<file path="src/rtl/seq_pkg.sv">
// Shared types and constants for the serial framer.
// Holds the FSM state encoding and the sync field definition.
package seq_pkg;

  typedef enum logic [1:0] {
    IDLE,
    SYNC,
    DATA,
    STUFF
  } state_t;

  localparam logic [3:0] SYNC_PATTERN = 4'b0001;
  localparam int         SYNC_LEN     = 4;
  localparam int         RUN_MAX_DEF  = 2;

endpackage

</file>
<file path="src/rtl/seq_piso.sv">
// Parallel-load, MSB-first shift register for the payload word.
// Shifting pauses whenever shift is low, e.g. during a stuffed bit.
module seq_piso #(
  parameter int DATA_W = 8
) (
  input  logic              clk,
  input  logic              reset,
  input  logic              load,
  input  logic              shift,
  input  logic [DATA_W-1:0] d,
  output logic              msb
);

  logic [DATA_W-1:0] q;

  always_ff @(posedge clk) begin
    if (reset) begin
      q <= '0;
    end else if (load) begin
      q <= d;
    end else if (shift) begin
      q <= {q[DATA_W-2:0], 1'b0};
    end
  end

  assign msb = q[DATA_W-1];

endmodule

</file>
<file path="src/rtl/seq_framer_tx.sv">
// Serial frame transmitter: sync field, MSB-first payload, zero-run
// bit stuffing. dout always shows the bit chosen on the previous edge.
module seq_framer_tx
  import seq_pkg::*;
#(
  parameter int DATA_W  = 8,
  parameter int RUN_MAX = RUN_MAX_DEF
) (
  input  logic              clk,
  input  logic              reset,
  input  logic [DATA_W-1:0] din,
  input  logic              start,
  output logic              ready,
  output logic              dout,
  output logic              dout_valid,
  output logic              done
);

  localparam int CW = $clog2(DATA_W + 1);
  localparam int RW = $clog2(RUN_MAX + 1);

  state_t        state_q, state_d;
  logic [CW-1:0] bcnt_q, bcnt_d;
  logic [RW-1:0] run_q, run_d;
  logic [1:0]    sidx_q, sidx_d;
  logic [1:0]    sidx_nx;
  logic          dout_d, valid_d, done_d;
  logic          load, shift, msb, emit;
  logic [CW-1:0] pay_cnt;
  logic [RW-1:0] pay_run;
  logic          pay_done;

  seq_piso #(
    .DATA_W(DATA_W)
  ) u_piso (
    .clk  (clk),
    .reset(reset),
    .load (load),
    .shift(shift),
    .d    (din),
    .msb  (msb)
  );

  // Counters as they would stand after emitting the next payload bit.
  assign pay_cnt  = bcnt_q + 1'b1;
  assign pay_run  = msb ? '0 : run_q + 1'b1;
  assign pay_done = (pay_cnt == CW'(DATA_W))
                 && (pay_run != RW'(RUN_MAX));
  assign sidx_nx  = sidx_q + 2'd1;
  assign ready    = (state_q == IDLE);

  always_comb begin
    state_d = state_q;
    bcnt_d  = bcnt_q;
    run_d   = run_q;
    sidx_d  = sidx_q;
    dout_d  = 1'b1;
    valid_d = 1'b0;
    done_d  = 1'b0;
    load    = 1'b0;
    shift   = 1'b0;
    emit    = 1'b0;
    unique case (state_q)
      IDLE: begin
        if (start) begin
          load    = 1'b1;
          state_d = SYNC;
          sidx_d  = 2'd0;
          bcnt_d  = '0;
          run_d   = '0;
          dout_d  = SYNC_PATTERN[SYNC_LEN-1];
          valid_d = 1'b1;
        end
      end
      SYNC: begin
        if (sidx_q == 2'(SYNC_LEN - 1)) begin
          emit = 1'b1;
        end else begin
          sidx_d  = sidx_nx;
          dout_d  = SYNC_PATTERN[~sidx_nx];
          valid_d = 1'b1;
        end
      end
      DATA: begin
        if (run_q == RW'(RUN_MAX)) begin
          state_d = STUFF;
          run_d   = '0;
          valid_d = 1'b1;
          done_d  = (bcnt_q == CW'(DATA_W));
        end else if (bcnt_q == CW'(DATA_W)) begin
          state_d = IDLE;
        end else begin
          emit = 1'b1;
        end
      end
      STUFF: begin
        if (bcnt_q == CW'(DATA_W)) begin
          state_d = IDLE;
        end else begin
          emit = 1'b1;
        end
      end
      default: state_d = IDLE;
    endcase
    if (emit) begin
      state_d = DATA;
      dout_d  = msb;
      valid_d = 1'b1;
      shift   = 1'b1;
      bcnt_d  = pay_cnt;
      run_d   = pay_run;
      done_d  = pay_done;
    end
  end

  always_ff @(posedge clk) begin
    if (reset) begin
      state_q    <= IDLE;
      bcnt_q     <= '0;
      run_q      <= '0;
      sidx_q     <= '0;
      dout       <= 1'b1;
      dout_valid <= 1'b0;
      done       <= 1'b0;
    end else begin
      state_q    <= state_d;
      bcnt_q     <= bcnt_d;
      run_q      <= run_d;
      sidx_q     <= sidx_d;
      dout       <= dout_d;
      dout_valid <= valid_d;
      done       <= done_d;
    end
  end

endmodule

</file>
<file path="config.mk">
export PLATFORM = sky130hd
export DESIGN_NAME = seq_framer_tx
export DESIGN_NICKNAME = d
export VERILOG_FILES = /design/src/rtl/seq_pkg.sv /design/src/rtl/seq_piso.sv /design/src/rtl/seq_framer_tx.sv
export SDC_FILE = /design/constraint.sdc
export NUM_CORES = 1
export LEC_CHECK = 0
export CORE_ASPECT_RATIO = 0.7
export CORE_MARGIN = 10
export CORE_UTILIZATION = 49
export DETAILED_ROUTE_END_ITERATION = 8
export GPL_TIMING_DRIVEN = 0
export PLACE_DENSITY = 0.71
export SLEW_MARGIN = 30
export SYNTH_ARGS = -nofsm -noshare
export SYNTH_HDL_FRONTEND = slang
export SYNTH_SLANG_ARGS = --single-unit
export TNS_END_PERCENT = 50
</file>
<file path="constraint.sdc">
create_clock -name clk -period 1.8 [get_ports clk]
set_clock_uncertainty 0.05 [all_clocks]
set_input_delay 0.36 -clock clk [delete_from_list [all_inputs] [get_ports clk]]
set_output_delay 0.36 -clock clk [all_outputs]
set_load 0.02 [all_outputs]
</file>
==> Word level (Yosys, flattened, before mapping) <==
Cells that the tools add are included.
{ "op_classes": {"n_reduce_logical": 15, "mux": 37, "addsub": 3, "div": 0, "order_cmp": 1, "n_mul": 0, "shift": 0, "eq_ne": 12, "n_bitwise": 1} }
{ "op_table": {"columns": ["op", "count"], "rows": [
  ["2-bit two-way mux", 9],
  ["1-bit two-way mux", 16],
  ["8-bit two-way mux", 2],
  ["4-bit two-way mux", 3],
  ["2-bit == test, second input constant", 4],
  ["4-bit == test, second input constant", 2],
  ["2-bit case mux with 2 select lines", 2],
  ["2-bit nonzero test", 4],
  ["2-bit != test, second input constant", 3],
  ["1-bit case mux with 3 select lines", 2],
  ["2-bit case mux with 3 select lines", 1],
  ["2-bit AND reduction", 3],
  ["3-bit AND reduction", 2],
  ["3-bit nonzero test", 2],
  ["2-bit by 1-bit adder with 2-bit output, second input constant", 2],
  ["4-bit by 1-bit adder with 4-bit output, second input constant", 1],
  ["4-bit nonzero test", 1],
  ["2-bit by 3-bit < comparator with 1-bit output, second input constant", 1],
  ["3-bit by 2-bit != test with 1-bit output, second input constant", 1],
  ["3-bit != test, second input constant", 1],
  ["1-bit binary-select mux with 2-bit select", 1],
  ["2-bit by 1-bit == test with 1-bit output, second input constant", 1],
  ["2-bit logical NOT", 1],
  ["2-bit inverter", 1],
  ["3 further kinds", 3]
]} }
{ "word_totals": {"romBits": 0, "reg_bits": 21, "input_bits": 11, "n_memories": 0, "word_cells": 78, "ram_bits": 0, "latchBits": 0} }

==> Depth between registers and ports, before layout <==
Gate-level depths: netlist of the first run.
{ "depth": {"word_depth": 7, "mapped_depth": 7, "depth_no_buf": 6} }

==> By module <==
Synthesis of the first run repeated with hierarchy kept, for this count alone.
{ "hier_totals": {"hier_cells": 122, "area_unflattened_um2": 1084.8} }
{ "modules_own_cells": {"columns": ["mod", "seq_area_each_um2", "n_inst", "area_per_inst_um2", "cells_per_inst"], "rows": [
  ["seq_framer_tx", 260.2, 1, 715.7, 87],
  ["seq_piso", 160.2, 1, 369.1, 35]
]} }

==> Least setup slack after synthesis of the first run <==
OpenSTA, ideal clock, no wires.
{ "synth_path": {"kind": "flip-flop to flip-flop", "start": "reg sidx_q[0]", "end": "reg u_piso.q[4]", "synth_period_minus_slack_ns": 1.572, "stages_incl_launch_ff": 7, "path_buffers": 1, "required_time_ns": 1.618, "arrival_time_ns": 1.389, "path_slack_ns": 0.228, "cell_sequence": "dfxtp_1 -> ha_1 -> and3b_4 -> a31o_2 -> buf_2 -> a22oi_1 -> a21oi_1"} }
{ "synth_via": {"elab_chain_len": 5} }
{ "synth_rtl": {"columns": ["item", "line_no", "text"], "rows": [
  ["start, declared", "seq_framer_tx.sv:25", "logic [1:0] sidx_q, sidx_d;"],
  ["start signal, assigned", "seq_framer_tx.sv:129", "sidx_q <= sidx_d;"],
  ["2-bit == test", "seq_framer_tx.sv:76", "if (sidx_q == 2'(SYNC_LEN - 1)) begin"],
  ["1-bit two-way mux", "seq_framer_tx.sv:76", null],
  ["1-bit case mux with 3 select lines", "seq_framer_tx.sv:63", "unique case (state_q)"],
  ["1-bit two-way mux", "seq_framer_tx.sv:105", "if (emit) begin"],
  ["2-bit nonzero test (no source line)", null, null],
  ["end signal, assigned", "seq_piso.sv:22", "q <= {q[DATA_W-2:0], 1'b0};"],
  ["end, declared", "seq_piso.sv:14", "logic [DATA_W-1:0] q;"]
]} }
No other way between the ends.
A chain may end at the register's enable or synchronous reset.

==> Final worst setup path of the first run <==
Ends and elaborated chain as after synthesis.

==> results.py, run 1 <==
metrics = {
    "setup_path": {
        "cp.required_ns": 1.92,
        "reg2reg_to": "u_piso.q[4]",
        "reg2reg_depth": 6,
        "r2r-start": "sidx_q[0]",
        "r2r_slack_ns": 0.09,
        "arrival_ns": 1.83,
        "cp-end-kind": "register",
        "crit_path_max_fanout": 10,
        "start_kind": "register",
        "crit_type": "reg -> reg",
    },
    "pwr": {
        "comb_power_share": 0.156,
        "leakage_nw": 0.455,
        "p_total_uw": 855,
        "power.density_nw_per_um2": 671,
        "pwr-share-clk": 0.264,
        "swShare": 0.253,
        "p_int_uw": 639,
        "p_seq_frac": 0.580,
        "net-switching-power_uw": 216,
        "peakVddDrop_v": 0.000404,
    },
    "clocking": {
        "cts_htree_levels": 1,
        "clockBufferDepth": 2,
        "cts_hold_buf": 0,
        "clk_latency_ns": 0.31,
        "numCtsBuffers": 3,
        "cts.sinks": 21,
        "clk_pin_slew_worst_paths_ns": 0.12,
        "cts_tree": "built",
        "cts_root_buffer": "clkbuf_4",
    },
    "synthesis": {
        "yosys.area.top_type": "dfxtp_1",
        "ys_types": 33,
        "synth.net_count": 135,
        "ys.flop_type": "dfxtp_1",
        "synth_edf_count": 0,
        "syn_avg_cell_area_um2": 8.78,
        "synth.top_cell.area_share": 0.402,
        "synth.area.top_cells": "dfxtp_1, a21oi_1, nand2_1",
        "async_flop_share": 0,
        "syn_inst": 119,
        "yosys_register_bits": 21,
        "syn-cell-area_um2": 1040,
        "yosysSeqAreaShare": 0.402,
        "ys.warnings.count": 0,
    },
    "floorplan": {
        "die_height_um": 58.6,
        "die_area_um2": 4410,
        "placementRows": 13,
        "core_region_area_um2": 1940,
        "start_util": 0.540,
        "die-width_um": 75.2,
        "ios": 15,
    },
    "final_layout": {
        "multi_input_area_um2": 596,
        "num_antenna_cells": 0,
        "seqCellArea_um2": 422,
        "post_route_cells_drive_above_1_share": 0.152,
        "finalNetCount": 155,
        "final_cell_mix": "dfxtp_1, nand2_1, a21oi_1",
        "fin_area_um2": 1270,
        "fill_cells": 171,
        "area_growth_pct": 21.9,
        "layout_commonest_cell": "dfxtp_1",
        "final_core_util": 0.658,
    },
    "sta": {
        "worst_pin_slew_ns": 0.531,
        "rsz0062_at_grt": "false",
        "period_share": 0.950,
        "timing.fmax_mhz": 585,
        "period_needed_ns": 1.71,
        "fin_hold_ws_ns": 0.419,
        "hold_violations": 0,
        "setup_viol": 0,
        "slew_headroom": 0.646,
        "slew_violations": 0,
    },
    "min_path": {
        "hp-start": "u_piso.q[5]",
        "min_path_cells": 2,
        "hp-class": "reg -> reg",
        "min_to": "u_piso.q[5]",
    },
    "drt": {
        "via_count": 922,
        "drt-initial-drc-count": 50,
        "wirelength_um": 2330,
        "postRouteAntennaNets": 0,
        "wl_per_cell_um": 14.6,
        "drtPass1Iterations": 4,
        "drt-vias-per-instance": 5.76,
        "drc": 0,
    },
    "global_route": {
        "grt_use_total": 0.109,
        "grt_start_max_net_pins": 12,
        "grt_pass1_vias": 877,
        "grt_overflow": 0,
        "grt_pass1_wl_um": 3820,
        "antenna_found_initial": 0,
    },
    "placement": {
        "place_congestion": 0.763,
        "dp_hpwl_um": 1720,
        "dpl_cell_area_um2": 1210,
        "io_buffers": 14,
    },
    "outcome": {
        "status": "completed",
    },
    "run": {
        "cap_violations": 0,
    },
}
-- cells in the mapped netlist, types with 2 or more instances --
library cell  number
nor3_1             2
a22oi_1            7
ha_1               5
clkbuf_1           2
nor2_1             7
nand2_1           18
dfxtp_1           21
buf_2              2
nand3_1            5
nand3b_1           2
o21ai_0            4
a21oi_1           16
a31oi_1            3
a22o_1             2
inv_1              5
-- routing by layer --
metal	GRT usage	part of all wire
met1	0.136	0.49
met2	0.176	0.45
met3	0.0385	0.053
met4	0.0264	0.0090
met5	0	0
-- kinds of logic after synthesis --
group | count (synthesis) | share of synthesized area
and+or+nand+nor | 45 | 0.246
AOI/OAI and AO/OA | 37 | 0.238
DFF | 21 | 0.402
buffers and inverters | 10 | 0.0455
adders and majority gates | 5 | 0.0599
xor gates and xnor gates | 1 | 0.00838
-- through the flow --
step | TNS, ns | std cells | worst slack [ns]
floorplan | 0 | 119 | 0.228
global placement | -2.85 | 155 | -0.252
detailed placement | -2.74 | 155 | -0.252
CTS | 0 | 159 | 0.00217
global route | 0 | 160 | 0.00373
finish | 0 | 160 | 0.0907
-- worst max-delay path, stage by stage (launching register included) --
cell and delay, ns:
dfxtp_1 0.37, ha_2 0.22, and3b_4 0.21, a31o_2 0.24
buf_2 0.19, a22oi_2 0.20, a21oi_1 0.09
-- sequential cells by signal, summed over array words and instances, names as in the netlist --
register,flops
run_q,2
dout,1
state_q,2
done,1
u_piso.q,8
bcnt_q,4
sidx_q,2
dout_valid,1
-- layout make-up --
type | count | area share
inverters | 5 | 0.0147
clock buffers | 4 | 0.0206
well taps | 22 | 0.0216
multi-input cells | 88 | 0.468
plain buffers | 5 | 0.0226
flip-flops and latches | 21 | 0.331
repair buffers | 15 | 0.122
-- power groups by stage --
stage	registers (mW)	logic (mW)	clock network, mW
after detailed placement	0.506	0.122	0
after global placement	0.505	0.120	0
final	0.496	0.133	0.226
after global routing	0.499	0.143	0.268
after CTS	0.495	0.122	0.239
after floorplan	0.508	0.0663	0
-- worst max-delay path by stage --
stage                from     endpoint  slack [ns]  cells past startpoint
3_5_place_dp        start  u_piso.q[4]       -0.25                      5
6_report        sidx_q[0]  u_piso.q[4]        0.09                      6
3_3_place_gp        start    sidx_q[1]       -0.25                      5
5_1_grt         sidx_q[0]  u_piso.q[6]       0.004                      6
2_1_floorplan   sidx_q[0]  u_piso.q[4]        0.23                      6
4_1_cts        state_q[1]        ready       0.002                      3
-- what timing repair did --
| item | CTS | global route |
|---|---|---|
| resized for setup | 2 | 7 |
| setup endpoints to repair | 1 | 12 |
| pin swaps | 0 | 1 |
| buffers inserted | 0 | 1 |
| cloned | 0 | 0 |
No activity file was read; power rests on OpenSTA's default activity.
==> run 2, diff against run 1 <==
--- a/config.mk
+++ b/config.mk
@@ -6,12 +6,12 @@
 export NUM_CORES = 1
 export LEC_CHECK = 0
 export CORE_ASPECT_RATIO = 0.7
-export CORE_MARGIN = 10
+export CORE_MARGIN = 8
 export CORE_UTILIZATION = 49
 export DETAILED_ROUTE_END_ITERATION = 8
 export GPL_TIMING_DRIVEN = 0
 export PLACE_DENSITY = 0.71
-export SLEW_MARGIN = 30
+export SLEW_MARGIN = 20
 export SYNTH_ARGS = -nofsm -noshare
 export SYNTH_HDL_FRONTEND = slang
 export SYNTH_SLANG_ARGS = --single-unit
==> run 2 against run 1 <==
Design area down 1.1%. Largest cell class unchanged. Sequential share of layout area up 0.36 points. Routed wire length down 1.3%. Largest power group unchanged. Power up 1.2%. Core utilization down 5.4 points. Critical endpoint is now ready.
==> results.py, run 2 (same netlist as run 1, synthesis figures left out) <==
metrics = {
    "final_layout": {
        "layout_commonest_cell": "dfxtp_1",
        "largest_register": "u_piso.q",
        "fill_cells": 186,
        "largest_register_ffs": 8,
        "final_cell_mix": "dfxtp_1, nand2_1, a21oi_1",
        "num_antenna_cells": 0,
        "finalNetCount": 155,
        "final_cells": 162,
        "post_route_cells_drive_above_1_share": 0.145,
        "reg_top3": "u_piso.q (8), bcnt_q (4)",
        "area_growth_pct": 20.6,
    },
    "setup_path": {
        "cp_num_cells": 3,
        "reg2reg_depth": 6,
        "setup.worst_path.start": "state_q[1]",
        "r2r-start": "bcnt_q[0]",
        "start_kind": "register",
        "cp.required_ns": 1.39,
        "crit_type": "reg -> out",
        "critPathSlowestCell": "dfxtp_1",
        "cp-end-kind": "output port",
        "crit_end": "ready",
        "cp_top_family": "buffers and inverters",
        "arrival_ns": 1.27,
        "crit_buf_inv": 2,
        "crit_path_max_fanout": 10,
        "r2r_slack_ns": 0.16,
        "reg2reg_to": "run_q[1]",
        "crit_chain": "buf_2 > nor2_1 > clkbuf_2",
        "max_stage_delay_ns": 0.37,
    },
    "placement": {
        "io_buffers": 14,
        "dp_hpwl_um": 1700,
        "placed_cells": 157,
        "dpl_worst_slack_ns": -0.251,
        "place_congestion": 0.772,
    },
    "sta": {
        "setup_ws_ns": 0.120,
        "worst_pin_slew_ns": 0.505,
        "timing.setup.tns_ns": 0,
        "rsz0062_at_grt": "false",
        "period_share": 0.933,
        "timing.fmax_mhz": 595,
        "slew_violations": 0,
        "period_needed_ns": 1.68,
        "slew_headroom": 0.663,
        "hold_violations": 0,
        "setup_viol": 0,
    },
    "min_path": {
        "hp-class": "reg -> reg",
    },
    "clocking": {
        "numCtsBuffers": 3,
        "cts.sinks": 21,
        "clockBufferDepth": 2,
        "cts_hold_buf": 0,
        "cts_tree": "built",
        "clk_latency_ns": 0.32,
        "cts_htree_levels": 1,
        "cts_root_buffer": "clkbuf_4",
        "clk_pin_slew_worst_paths_ns": 0.13,
    },
    "floorplan": {
        "core_region_area_um2": 2080,
        "die_height_um": 54.6,
        "die-width_um": 71.2,
        "placementRows": 14,
        "ios": 15,
        "die_area_um2": 3890,
        "start_util": 0.501,
    },
    "pwr": {
        "leakage_nw": 0.453,
        "peakVddDrop_v": 0.000513,
        "power.density_nw_per_um2": 687,
        "p_total_uw": 865,
    },
    "drt": {
        "wl_per_cell_um": 14.2,
        "via_count": 907,
        "drt-initial-drc-count": 67,
        "drtPass1Iterations": 4,
        "wirelength_um": 2300,
        "drc": 0,
        "drt-vias-per-instance": 5.60,
        "postRouteAntennaNets": 0,
    },
    "global_route": {
        "antenna_found_initial": 0,
        "grt.busiest_layer": "met2",
        "grt_overflow": 0,
        "grt_pass1_vias": 903,
        "grt_pass1_wl_um": 3880,
        "grt_use_total": 0.130,
        "met3_usage": 0.0457,
        "met2_usage": 0.226,
        "met1_usage": 0.147,
        "grt_start_max_net_pins": 13,
    },
    "outcome": {
        "status": "completed",
    },
    "run": {
        "cap_violations": 0,
    },
}
run 2: cell count changes in the layout (fill, tap and decap cells not counted), sizes merged:
cell    previous run  this run
clkbuf             7         6
clkinv             0         1
run 2: power by group:
part           total, mW  internal, mW  switching, mW
Clock              0.241        0.0833          0.157
Combinational      0.128        0.0647         0.0637
Sequential         0.496         0.485         0.0115
run 2: worst min path at each step:
| stage | startpoint | to | slack [ns] | cells past startpoint |
|---|---|---|---|---|
| after floorplan | u_piso.q[1] | u_piso.q[1] | 0.39 | 2 |
| after global placement | u_piso.q[5] | u_piso.q[5] | 0.39 | 2 |
| after detailed placement | u_piso.q[1] | u_piso.q[1] | 0.40 | 2 |
| after CTS | u_piso.q[1] | u_piso.q[1] | 0.42 | 2 |
| after global routing | u_piso.q[1] | u_piso.q[1] | 0.45 | 2 |
| final | u_piso.q[3] | u_piso.q[3] | 0.42 | 2 |
run 2: worst min-delay path: cells and delay by family (launching register included):
| kind | cells | cell delay [ns] |
|---|---|---|
| flops | 1 | 0.33 |
| simple gates | 1 | 0.05 |
| compound gates | 1 | 0.06 |
run 2: per-layer routing:
| layer | up-vias | wire length [um] |
|---|---|---|
| met1 | 422 | 1170 |
| met4 | 0 | 27 |
| li1 | 464 | - |
| met3 | 2 | 108 |
| met2 | 19 | 998 |
| met5 | - | 0 |
run 2: cell type report:
cell class                      instances  area (um^2)  area share
Buffer                                  4         23.8      0.0189
Clock buffer                            3         22.5      0.0179
Clock inverter                          1         5.00     0.00397
Inverter                                5         18.8      0.0149
Multi-Input combinational cell         88          588       0.467
Sequential cell                        21          422       0.335
Tap cell                               24         30.0      0.0238
Timing Repair Buffer                   16          150       0.119
run 2: repair_timing:
action                                 CTS  global route
cloned                                   0             0
gates resized for setup                  2             5
endpoints found under the hold margin    0             0
pin swaps                                0             1
setup buffers                            0             2
setup endpoints to repair                1            12
run 2: metrics by stage:
step / hold WS, ns / util / instance area (um^2)
floorplan: 0.387 / - / 1040
global placement: 0.394 / 0.583 / 1210
detailed placement: 0.403 / 0.583 / 1210
CTS: 0.420 / 0.596 / 1240
global route: 0.446 / 0.604 / 1260
finish: 0.423 / 0.604 / 1260
==> run 3, diff against run 2 <==
--- a/config.mk
+++ b/config.mk
@@ -8,6 +8,7 @@
 export CORE_ASPECT_RATIO = 0.7
 export CORE_MARGIN = 8
 export CORE_UTILIZATION = 49
+export CTS_CLUSTER_SIZE = 12
 export DETAILED_ROUTE_END_ITERATION = 8
 export GPL_TIMING_DRIVEN = 0
 export PLACE_DENSITY = 0.71
==> results of run 3 <==
The final DEF is identical to that of run 2; final timing and power are the same.
